<file path="src/rtl/ad_bus_pkg.sv">
// Shared types and constants for the multiplexed AD bus initiator and its helpers.
package ad_bus_pkg;

   typedef enum logic [1:0] {IDLE, ADDR, DATA, RECOVER} ad_bus_state_t;

   localparam logic STROBE_IDLE   = 1'b1;
   localparam logic STROBE_ACTIVE = 1'b0;

   // Counter width able to hold 0..cycles; at least one bit even when disabled.
   function automatic int unsigned timer_width(input int unsigned cycles);
      return (cycles == 0) ? 1 : $clog2(cycles + 1);
   endfunction

endpackage

</file>
<file path="src/rtl/ad_bus_timer.sv">
// Loadable saturating up-counter with terminal count at TIMEOUT_CYCLES-1.
module ad_bus_timer
   import ad_bus_pkg::*;
#(
   parameter int unsigned TIMEOUT_CYCLES = 16,
   parameter int unsigned CNT_W          = timer_width(TIMEOUT_CYCLES)
) (
   input  logic             clk,
   input  logic             reset,
   input  logic             clr,
   input  logic             en,
   input  logic             load,
   input  logic [CNT_W-1:0] load_val,
   output logic             tc
);

   logic [CNT_W-1:0] count_q, count_d;

   always_comb begin
      count_d = count_q;
      if (clr) begin
         count_d = '0;
      end else if (load) begin
         count_d = load_val;
      end else if (en && (32'(count_q) < TIMEOUT_CYCLES)) begin
         // Saturates at TIMEOUT_CYCLES so the count can never wrap.
         count_d = count_q + CNT_W'(1);
      end
   end

   always_ff @(posedge clk) begin
      if (reset) begin
         count_q <= '0;
      end else begin
         count_q <= count_d;
      end
   end

   assign tc = (TIMEOUT_CYCLES != 0) && (32'(count_q) == TIMEOUT_CYCLES - 32'd1);

endmodule

</file>
<file path="src/rtl/ad_bus_initiator.sv">
// Single-outstanding AD bus master: address phase, data phase with rdy/timeout, recover.
module ad_bus_initiator
   import ad_bus_pkg::*;
#(
   parameter int unsigned ADDR_W         = 32,
   parameter int unsigned DATA_W         = 16,
   parameter int unsigned TIMEOUT_CYCLES = 16
) (
   input  logic              clk,
   input  logic              reset,
   input  logic              req_valid,
   output logic              req_ready,
   input  logic              req_write,
   input  logic [ADDR_W-1:0] req_addr,
   input  logic [DATA_W-1:0] req_wdata,
   output logic              rsp_valid,
   output logic [DATA_W-1:0] rsp_rdata,
   output logic              rsp_timeout,
   output logic [ADDR_W-1:0] ad_out,
   output logic              ad_oe,
   input  logic [ADDR_W-1:0] ad_in,
   output logic              ale,
   output logic              read_n,
   output logic              write_n,
   input  logic              rdy
);

   localparam int unsigned TimerW = timer_width(TIMEOUT_CYCLES);

   ad_bus_state_t     state_q, state_d;
   logic              wr_q, wr_d;
   logic [DATA_W-1:0] wdata_q, wdata_d;
   logic              req_ready_q, req_ready_d;
   logic              rsp_valid_q, rsp_valid_d;
   logic [DATA_W-1:0] rsp_rdata_q, rsp_rdata_d;
   logic              rsp_timeout_q, rsp_timeout_d;
   logic [ADDR_W-1:0] ad_out_q, ad_out_d;
   logic              ad_oe_q, ad_oe_d;
   logic              ale_q, ale_d;
   logic              read_n_q, read_n_d;
   logic              write_n_q, write_n_d;
   logic              timer_clr, timer_en, timer_tc;

   assign timer_clr = (state_q == ADDR);
   assign timer_en  = (state_q == DATA) && !rdy;

   ad_bus_timer #(
      .TIMEOUT_CYCLES (TIMEOUT_CYCLES),
      .CNT_W          (TimerW)
   ) u_timer (
      .clk      (clk),
      .reset    (reset),
      .clr      (timer_clr),
      .en       (timer_en),
      .load     (1'b0),
      .load_val ({TimerW{1'b0}}),
      .tc       (timer_tc)
   );

   // Outputs are decoded for the next state so every output leaves a flop.
   always_comb begin
      state_d       = state_q;
      wr_d          = wr_q;
      wdata_d       = wdata_q;
      req_ready_d   = req_ready_q;
      rsp_valid_d   = 1'b0;
      rsp_rdata_d   = rsp_rdata_q;
      rsp_timeout_d = rsp_timeout_q;
      ad_out_d      = ad_out_q;
      ad_oe_d       = ad_oe_q;
      ale_d         = ale_q;
      read_n_d      = read_n_q;
      write_n_d     = write_n_q;
      unique case (state_q)
         IDLE: begin
            if (req_valid && req_ready_q) begin
               state_d     = ADDR;
               wr_d        = req_write;
               wdata_d     = req_wdata;
               req_ready_d = 1'b0;
               ad_oe_d     = 1'b1;
               ad_out_d    = req_addr;
               ale_d       = 1'b1;
            end
         end
         ADDR: begin
            state_d   = DATA;
            ale_d     = 1'b0;
            ad_oe_d   = wr_q;
            ad_out_d  = wr_q ? ADDR_W'(wdata_q) : '0;
            write_n_d = wr_q ? STROBE_ACTIVE : STROBE_IDLE;
            read_n_d  = wr_q ? STROBE_IDLE : STROBE_ACTIVE;
         end
         DATA: begin
            if (rdy || timer_tc) begin
               state_d       = RECOVER;
               ad_oe_d       = 1'b0;
               ad_out_d      = '0;
               read_n_d      = STROBE_IDLE;
               write_n_d     = STROBE_IDLE;
               rsp_valid_d   = 1'b1;
               rsp_timeout_d = !rdy;
               rsp_rdata_d   = (rdy && !wr_q) ? ad_in[DATA_W-1:0] : '0;
            end
         end
         RECOVER: begin
            state_d     = IDLE;
            req_ready_d = 1'b1;
         end
         default: state_d = IDLE;
      endcase
   end

   always_ff @(posedge clk) begin
      if (reset) begin
         state_q       <= IDLE;
         wr_q          <= 1'b0;
         wdata_q       <= '0;
         req_ready_q   <= 1'b1;
         rsp_valid_q   <= 1'b0;
         rsp_rdata_q   <= '0;
         rsp_timeout_q <= 1'b0;
         ad_out_q      <= '0;
         ad_oe_q       <= 1'b0;
         ale_q         <= 1'b0;
         read_n_q      <= STROBE_IDLE;
         write_n_q     <= STROBE_IDLE;
      end else begin
         state_q       <= state_d;
         wr_q          <= wr_d;
         wdata_q       <= wdata_d;
         req_ready_q   <= req_ready_d;
         rsp_valid_q   <= rsp_valid_d;
         rsp_rdata_q   <= rsp_rdata_d;
         rsp_timeout_q <= rsp_timeout_d;
         ad_out_q      <= ad_out_d;
         ad_oe_q       <= ad_oe_d;
         ale_q         <= ale_d;
         read_n_q      <= read_n_d;
         write_n_q     <= write_n_d;
      end
   end

   if (ADDR_W > DATA_W) begin : g_unused
      logic unused_ad_in_hi;
      assign unused_ad_in_hi = ^ad_in[ADDR_W-1:DATA_W];
   end

   assign req_ready   = req_ready_q;
   assign rsp_valid   = rsp_valid_q;
   assign rsp_rdata   = rsp_rdata_q;
   assign rsp_timeout = rsp_timeout_q;
   assign ad_out      = ad_out_q;
   assign ad_oe       = ad_oe_q;
   assign ale         = ale_q;
   assign read_n      = read_n_q;
   assign write_n     = write_n_q;

endmodule

</file>
<file path="config.mk">
export PLATFORM = sky130hd
export DESIGN_NAME = ad_bus_initiator
export DESIGN_NICKNAME = d
export VERILOG_FILES = /design/src/rtl/ad_bus_pkg.sv /design/src/rtl/ad_bus_timer.sv /design/src/rtl/ad_bus_initiator.sv
export SDC_FILE = /design/constraint.sdc
export NUM_CORES = 1
export LEC_CHECK = 0
export ABC_CLOCK_PERIOD_IN_PS = 3500
export CORE_ASPECT_RATIO = 2
export CORE_MARGIN = 2
export CORE_UTILIZATION = 40
export CTS_CLUSTER_DIAMETER = 150
export DETAILED_ROUTE_END_ITERATION = 10
export PLACE_DENSITY = 0.86
export SETUP_SLACK_MARGIN = 0.1
export SLEW_MARGIN = 20
export SYNTH_ARGS = -nofsm -noshare
export SYNTH_HDL_FRONTEND = slang
export SYNTH_SLANG_ARGS = --single-unit
</file>
<file path="constraint.sdc">
create_clock -name clk -period 3.5 [get_ports clk]
set_input_delay 0.875 -clock clk [delete_from_list [all_inputs] [get_ports clk]]
set_output_delay 0.875 -clock clk [all_outputs]
set_load 0.01 [all_outputs]
</file>
Word level (Yosys, flattened, before mapping):

Index checks and enable logic that the tools add are counted.

* output and inout bits: 55
* flip-flop bits (word level): 79
* memories: 0
* ROM bits: 0
* bits in latches: 0
* bits in writable memories: 0
* word-level logic and storage cells: 63

* $mul: 0
* bitwise logic cells: 1
* shift-type cells: 0
* $lt $le $gt $ge: 1
* eq/ne operators: 6
* mux-type cells: 20
* reductions and logical operators: 21
* $add $sub $neg: 1
* divide/modulo/power cells: 0

Operator list (count)
* 32-bit one-hot mux with 3 select lines: 1
* 32-bit 2-to-1 mux: 2
* 16-bit 2-to-1 mux: 2
* 2-bit AND reduction: 6
* 1-bit one-hot mux with 2 select lines: 4
* 2-bit one-hot mux with 4 select lines: 1
* 1-bit 2-to-1 mux: 7
* 2-bit nonzero test: 3
* 5-bit by 1-bit adder with 5-bit output, second input constant: 1
* 5-bit by 4-bit == test with 1-bit output, second input constant: 1
* 5-bit less-than comparator, second input constant: 1
* 2-bit == test, second input constant: 2
* 1-bit logical AND: 4
* 2-bit 2-to-1 mux: 2
* 2-bit OR reduction: 2
* 1-bit one-hot mux with 3 select lines: 1
* 3-bit AND reduction: 1
* 3-bit nonzero test: 1
* 2-bit by 1-bit == test with 1-bit output, second input constant: 1
* 1-bit logical NOT: 2
* 2-bit logical NOT: 1
* 2-bit by 1-bit != test with 1-bit output, second input constant: 1
* 2-bit != test, second input constant: 1
* 1-bit logical OR: 1
* 1-bit NOT: 1

Depth between registers and ports, before layout:

Gate-level depths: netlist of the first run.

* depth in word-level cells: 4
* depth in mapped cells: 8

By module:

Synthesis of the first run repeated with hierarchy kept, for this count alone.

* cells, all modules: 371
* area total of the unflattened synthesis: 3704.8 um2

By module, submodules not included
* ad_bus_initiator: area each 3420.8 um2, times used 1, cells each 341
* ad_bus_timer: area each 284.0 um2, times used 1, cells each 30

Least setup slack after synthesis of the first run:

OpenSTA, ideal clock, no wires.

* path type: input to register
* start: input port rdy
* end: register ad_out_q[22] (netlist: ad_out[22])
* library setup time: 0.117 ns
* stages on the path: 4
* buffers on the path: 1
* required time: 3.383 ns
* arrival time: 1.840 ns
* slack: 1.543 ns
* path through: or3b_4 -> nor4b_4 -> buf_2 -> a22o_1

* cells in the longest elaborated chain, start to end: 3

Ends and longest elaborated chain
* start, declared: RTL line ad_bus_initiator.sv:25 `input logic rdy`
* 1-bit logical OR: RTL line ad_bus_initiator.sv:95 `if (rdy || timer_tc) begin`
* 2-bit by 1-bit != test with 1-bit output (no line)
* 3-bit AND reduction (no line)
* end signal, assigned: RTL line ad_bus_initiator.sv:136 `ad_out_q <= ad_out_d;`
* end, declared: RTL line ad_bus_initiator.sv:37 `logic [ADDR_W-1:0] ad_out_q, ad_out_d;`

No other way between the ends.
A chain may end at the register's enable or synchronous reset.

Final worst setup path of the first run:

* start: input port rdy
* end: register ad_oe_q (netlist: ad_oe)

* cells in the longest elaborated chain, start to end: 3

Ends and longest elaborated chain
* 1-bit logical OR: RTL line ad_bus_initiator.sv:95
* 2-bit by 1-bit != test with 1-bit output (no line)
* 3-bit AND reduction (no line)
* end signal, assigned: RTL line ad_bus_initiator.sv:137 `ad_oe_q <= ad_oe_d;`
* end, declared: RTL line ad_bus_initiator.sv:38 `logic ad_oe_q, ad_oe_d;`

No other way between the ends.

==> flow_metrics.py, run 1 <==
metrics = {
    "clock_tree": {
        "cts.sinks": 79,
        "insertion_delay_ns": 0.33,
        "clock_path_buffers": 2,
        "clkTransAtPathRegs_ns": 0.06,
        "postCtsResizedCells": 0,
        "post_cts_buffers": 0,
        "cts_tree": "done",
        "root_buffer": "clkbuf_16",
        "cts_max_level": 3,
        "numCtsBuffers": 9,
        "postCtsHoldBufs": 0,
    },
    "routing": {
        "route.detailed.drc": 0,
        "drt_pass1_iterations": 4,
        "drt-total-wl_um": 8817,
        "vias": 2931,
        "drtIter0Drc": 118,
        "viasPerCell": 5.329,
        "ant_nets": 0,
        "routedWlPerCell_um": 16.03,
    },
    "synthesis": {
        "synthArstFlopShare_pct": 0,
        "synth_area_leaders": "dfxtp_1 48%, a22o_1 8.5%, o2111a_1 5.5%",
        "ys_ff_latch": 79,
        "dominantRegCellSynth": "dfxtp_1",
        "synthDistinctLibCells": 38,
        "yosysTopAreaCell": "dfxtp_1",
        "syn_nets": 430,
        "yosysWarnings": 0,
        "ys_seq_area_share_pct": 47.95,
        "synth_top_area_share_pct": 47.95,
        "synth-edff-count": 0,
        "synth.avg_cell_area_sq_um": 9.758,
        "synthCells": 338,
        "syn-cell-area_sq_mm": 0.003298,
    },
    "floorplanning": {
        "fp.dieArea_sq_mm": 0.009032,
        "core_sq_mm": 0.007943,
        "pin_count": 140,
        "die_h_um": 132.4,
        "initial_core_util_pct": 41.52,
        "rows": 46,
        "die_w_um": 68.21,
    },
    "placement": {
        "port_buffers": 123,
        "hpwl_um": 6514,
        "place.gp.congestion": 0.8449,
    },
    "power": {
        "switchingPower_mw": 1.334,
        "p_per_area_mw_per_mm2": 779.2,
        "combPwrFrac_pct": 43.3,
        "internal_power_mw": 2.438,
        "ir_drop_mv": 0.3802,
        "pwr-share-seq_pct": 32.3,
        "swShare_pct": 35.36,
        "clock_power_share_pct": 24.4,
        "p_leak_nw": 1.758,
    },
    "global_routing": {
        "grt_pass1_wl_um": 13740,
        "grt.total_usage_pct": 20.32,
        "grt_max_degree": 35,
        "grt_pass1_vias": 2928,
        "gr-total-overflow": 0,
        "antenna_found_initial": 0,
    },
    "worst_setup_path": {
        "cp_top_family": "simple AND/OR/NAND/NOR gates",
        "cp_max_fo": 22,
        "cp-start-kind": "primary input",
        "critPathLaunch": "rdy",
        "slowest_stage": "or3b_4",
        "cp_num_buf_inv": 1,
        "cp-end-kind": "register",
        "crit_type": "in2reg",
        "worstPathCellList": "clkdlybuf4s50_1 > or3b_4 > nand3_2 > mux2_2",
        "critPathArrivalTime_ns": 2.73,
        "slowest_delay_ns": 0.58,
        "cp.required_ns": 3.72,
        "reg2reg_from": "state_q[0]$_SDFFE_PP0P_",
    },
    "worst_hold_path": {
        "hold_start": "ad_out[2]$_SDFFE_PP0P_",
        "min_path_type": "reg2reg",
    },
    "timing": {
        "drv_slew": 0,
        "min_period_ns": 2.510,
        "worst_clock_skew_ns": 0.006006,
        "hold_violations": 0,
        "fmax_mhz": 398.4,
        "tns_ns": 0,
        "fin_crit_sh_pct": 71.72,
        "relSlewSlack_pct": 30.44,
        "tightest_slew_ns": 1.040,
        "setup_viol": 0,
        "rsz0062_at_grt": "false",
    },
    "layout": {
        "diodes": 0,
        "fin_nets": 541,
        "layout-drive-gt1-share_pct": 8.590,
        "layout_common_cells": "122 x clkdlybuf4s50_1, 79 x dfxtp_1, 40 x nand2_1",
        "syn_to_final_growth_pct": 46.78,
        "final_common_cell": "clkdlybuf4s50_1",
        "fin_util_pct": 60.95,
    },
    "status": {
        "outcome": "completed",
    },
    "flow_run": {
        "drv_cap": 0,
    },
}
cell usage after synthesis (4+ instances only):
master	number
clkbuf_1	15
nand4_1	16
nor2b_1	21
a211oi_2	7
buf_2	7
a22o_1	32
o2111a_1	16
inv_1	20
dfxtp_1	79
nand2_1	40
a21oi_1	25
ha_1	7
a211oi_1	12
nor2_1	4
metal layers:
metal / routed length [um] / part of all wire, % / track usage, % / vias to the layer above
li1: - / - / - / 1446
met1: 3193 / 36 / 19.74 / 1360
met2: 4812 / 55 / 37.81 / 113
met3: 571 / 6.5 / 6.037 / 12
met4: 239 / 2.7 / 7.778 / 0
met5: 0 / 0 / 0 / -
state kept, by name (all words and copies together), names as in the netlist:
signal	cells
state_q	2
wr_q	1
rsp_valid	1
ad_out	32
wdata_q	16
rsp_rdata	16
u_timer.count_q	5
req_ready	1
ad_oe	1
ale	1
write_n	1
rsp_timeout	1
read_n	1
final cells by class:
type                            instances  area, sq um
Multi-Input combinational cell        211         1501
Clock buffer                           10        239.0
Tap cell                               96        120.1
Inverter                               20        75.07
Fill cell                             672         3102
Timing Repair Buffer                  128         1264
Sequential cell                        79         1582
Clock inverter                          6        60.06
through the flow:
step | instance area (sq um) | total power, mW | hold WS, ns | setup slack [ns] | std cells
global placement | 4542 | 2.826 | 0.4427 | 0.6761 | 534
detailed placement | 4542 | 2.878 | 0.4443 | 0.6436 | 534
floorplan | 3298 | 2.295 | 0.4366 | 1.543 | 338
global route | 4841 | 4.003 | 0.4769 | 0.8818 | 550
CTS | 4841 | 3.816 | 0.4554 | 1.002 | 550
finish | 4841 | 3.772 | 0.4541 | 0.9898 | 550
final timing paths:
| check | to | slack, ns | cells after the start |
|---|---|---|---|
| setup / recovery | ad_oe$_SDFFE_PP0P_ | 0.99 | 4 |
| hold / removal | ad_out[2]$_SDFFE_PP0P_ | 0.45 | 2 |
| setup reg to reg | ad_oe$_SDFFE_PP0P_ | 1.11 | 5 |
| hold reg to reg | ad_out[2]$_SDFFE_PP0P_ | 0.45 | 2 |
logic make-up after synthesis:
group | share of synthesized area (%)
AO/OA/AOI/OAI | 25.49
XOR/XNOR | 0.2656
adder cells (fa/ha/maj) | 2.655
buffers and inverters | 6.525
flip-flops | 47.95
multiplexers | 0.3414
AND/OR/NAND/NOR | 16.77
tightest hold or removal path: cells and delay by family, from the launching register on:
| kind | cells | cell delay [ns] |
|---|---|---|
| buf+inv | 1 | 0.05 |
| compound gates | 1 | 0.05 |
| flops | 1 | 0.31 |
power groups by stage:
| stage | registers (mW) | logic [mW] | clock network, mW |
|---|---|---|---|
| floorplan | 1.28 | 1.02 | 0 |
| global placement | 1.22 | 1.60 | 0 |
| detailed placement | 1.24 | 1.64 | 0 |
| CTS | 1.22 | 1.66 | 0.943 |
| global route | 1.24 | 1.78 | 0.979 |
| finish | 1.22 | 1.63 | 0.922 |
No activity file was read; power rests on OpenSTA's default activity.
==> run 2: changes to the inputs <==
Settings changed: ABC_CLOCK_PERIOD_IN_PS 3500 to 2160, CORE_UTILIZATION 40 to 38.
Clock period 3.5 ns to 2.16 ns, I/O delays scaled along.
==> run 2 against run 1 <==
Against the previous run:
- core utilization shrank 2.0 points
- combinational power grew 80%
- non-clock buffer count grew 16
- critical path type is now reg2reg
- largest cell class unchanged
- largest power group unchanged
- worst setup slack lost 0.84 ns
- global-route usage shrank 0.73 points
- highest routed layer unchanged
- flip-flop and latch count is the same
- die area grew 5.0%
- register-to-register slack lost 0.96 ns
- critical endpoint is now ad_out[30]$_SDFFE_PP0P_
- first-iteration DRC count shrank 17%
==> flow_metrics.py, run 2 (synthesized netlist as in run 1, its figures left out) <==
metrics = {
    "routing": {
        "vias": 3019,
        "route.detailed.drc": 0,
        "routedWlPerCell_um": 15.97,
        "drtIter0Drc": 98,
        "drt_pass1_iterations": 4,
        "viasPerCell": 5.296,
        "ant_nets": 0,
        "drt-total-wl_um": 9102,
    },
    "floorplanning": {
        "fp.dieArea_sq_mm": 0.009486,
        "die_h_um": 135.8,
        "die_w_um": 69.88,
        "initial_core_util_pct": 38.67,
        "pin_count": 140,
        "rows": 48,
        "core_sq_mm": 0.008528,
    },
    "layout": {
        "fin_util_pct": 58.96,
        "multiInputGateArea_sq_mm": 0.001524,
        "layout_common_cells": "122 x clkdlybuf4s50_1, 78 x dfxtp_1, 40 x nand2_1",
        "final_common_cell": "clkdlybuf4s50_1",
        "diodes": 0,
        "nFillCells": 742,
        "regArea_sq_mm": 0.001583,
        "syn_to_final_growth_pct": 52.47,
        "layout-drive-gt1-share_pct": 12.77,
        "fin_nets": 557,
        "instances_no_fill": 570,
        "largest_reg_flops": 32,
    },
    "placement": {
        "hpwl_um": 6879,
        "place.gp.congestion": 0.8359,
        "port_buffers": 123,
        "place_inst": 552,
    },
    "clock_tree": {
        "insertion_delay_ns": 0.33,
        "clkTransAtPathRegs_ns": 0.06,
        "clock_path_buffers": 2,
        "cts_max_level": 3,
        "numCtsBuffers": 9,
        "cts_tree": "done",
        "cts.sinks": 79,
        "root_buffer": "clkbuf_16",
    },
    "power": {
        "p_per_area_mw_per_mm2": 1267,
        "p_leak_nw": 1.842,
        "power_mw": 6.372,
        "ir_drop_mv": 0.5823,
    },
    "flow_run": {
        "drv_cap": 0,
    },
    "timing": {
        "rsz0062_at_grt": "false",
        "tns_ns": 0,
        "holdWs_ns": 0.4528,
        "tightest_slew_ns": 0.7440,
        "drv_slew": 0,
        "relSlewSlack_pct": 50.40,
        "hold_violations": 0,
        "setup_viol": 0,
        "worst_clock_skew_ns": 0.005849,
        "fmax_mhz": 497.1,
        "min_period_ns": 2.012,
        "fin_crit_sh_pct": 93.14,
    },
    "worst_setup_path": {
        "slowest_stage": "or3b_4",
        "cp_max_fo": 8,
        "cp-end-kind": "register",
        "path_common_cell": "ha_2",
        "cp.required_ns": 2.39,
        "worstPathCellList": "ha_2 > and3_1 > ha_2 > or3b_4 > nor4b_4 > clkbuf_16 > a22o_1",
        "slowest_delay_ns": 0.45,
        "critPathArrivalTime_ns": 2.24,
        "crit_type": "reg2reg",
        "r2r_setup_slack_ns": 0.15,
        "cp-start-kind": "register",
    },
    "global_routing": {
        "antenna_found_initial": 0,
        "gr-total-overflow": 0,
        "grt.total_usage_pct": 19.59,
        "grt_pass1_vias": 3059,
        "grt_pass1_wl_um": 14600,
        "grt_max_degree": 24,
    },
    "status": {
        "outcome": "completed",
    },
    "worst_hold_path": {
        "min_path_type": "reg2reg",
    },
}
run 2: metal layers:
metal / up-vias / track usage, % / wire [um]
li1: 1478 / - / -
met1: 1410 / 19.23 / 3252
met2: 106 / 36.56 / 5035
met3: 25 / 4.167 / 409
met4: 0 / 12.07 / 405
met5: - / 0 / 0
run 2: cell type report:
cell class,instances,area share (%)
Clock buffer,11,4.628
Clock inverter,5,1.169
Inverter,20,1.493
Multi-Input combinational cell,211,30.31
Sequential cell,79,31.48
Tap cell,100,2.488
Timing Repair Buffer,144,28.44
run 2: worst max-delay path: cells and delay by family, from the launching register on:
kind            cells  cell delay (ns)
simple gates        3             0.81
fa+ha+maj           2             0.36
flops               1             0.33
compound gates      1             0.22
buf+inv             1             0.17
run 2: worst paths after layout:
| kind | depth (start not counted) | from | end |
|---|---|---|---|
| worst max-delay path | 7 | u_timer.count_q[0]$_SDFFE_PP0P_ | ad_out[30]$_SDFFE_PP0P_ |
| worst min-delay path | 2 | ad_out[0]$_SDFFE_PP0P_ | ad_out[0]$_SDFFE_PP0P_ |
| worst max register to register | 7 | u_timer.count_q[0]$_SDFFE_PP0P_ | ad_out[30]$_SDFFE_PP0P_ |
| worst min register to register | 2 | ad_out[0]$_SDFFE_PP0P_ | ad_out[0]$_SDFFE_PP0P_ |
run 2: power by group:
part / internal, mW / switching (mW) / total (mW)
clock network: 0.895 / 0.576 / 1.47
logic: 1.48 / 1.46 / 2.93
registers: 1.78 / 0.185 / 1.97
total: 4.15 / 2.22 / 6.37
run 2: repair_timing:
action                                  in CTS  in global routing
endpoints found under the setup margin      32                 35
buffers inserted                             1                  0
resized for setup                            1                  6
pin swaps                                    0                  1
endpoints found under the hold margin        0                  0
hold buffers                                 0                  0
cloned                                       0                  1
run 2: stage by stage:
stage,worst slack [ns],area (sq um)
floorplan,0.2106,3298
global placement,-0.2029,4669
detailed placement,-0.2770,4669
CTS,0.1002,4984
global route,0.1131,5029
finish,0.1482,5029
==> run 3: changes to the inputs <==
Settings changed: SKIP_LAST_GASP set to 1.
==> results of run 3 <==
Same layout as run 2: the final DEF is identical, and so are final timing and power.
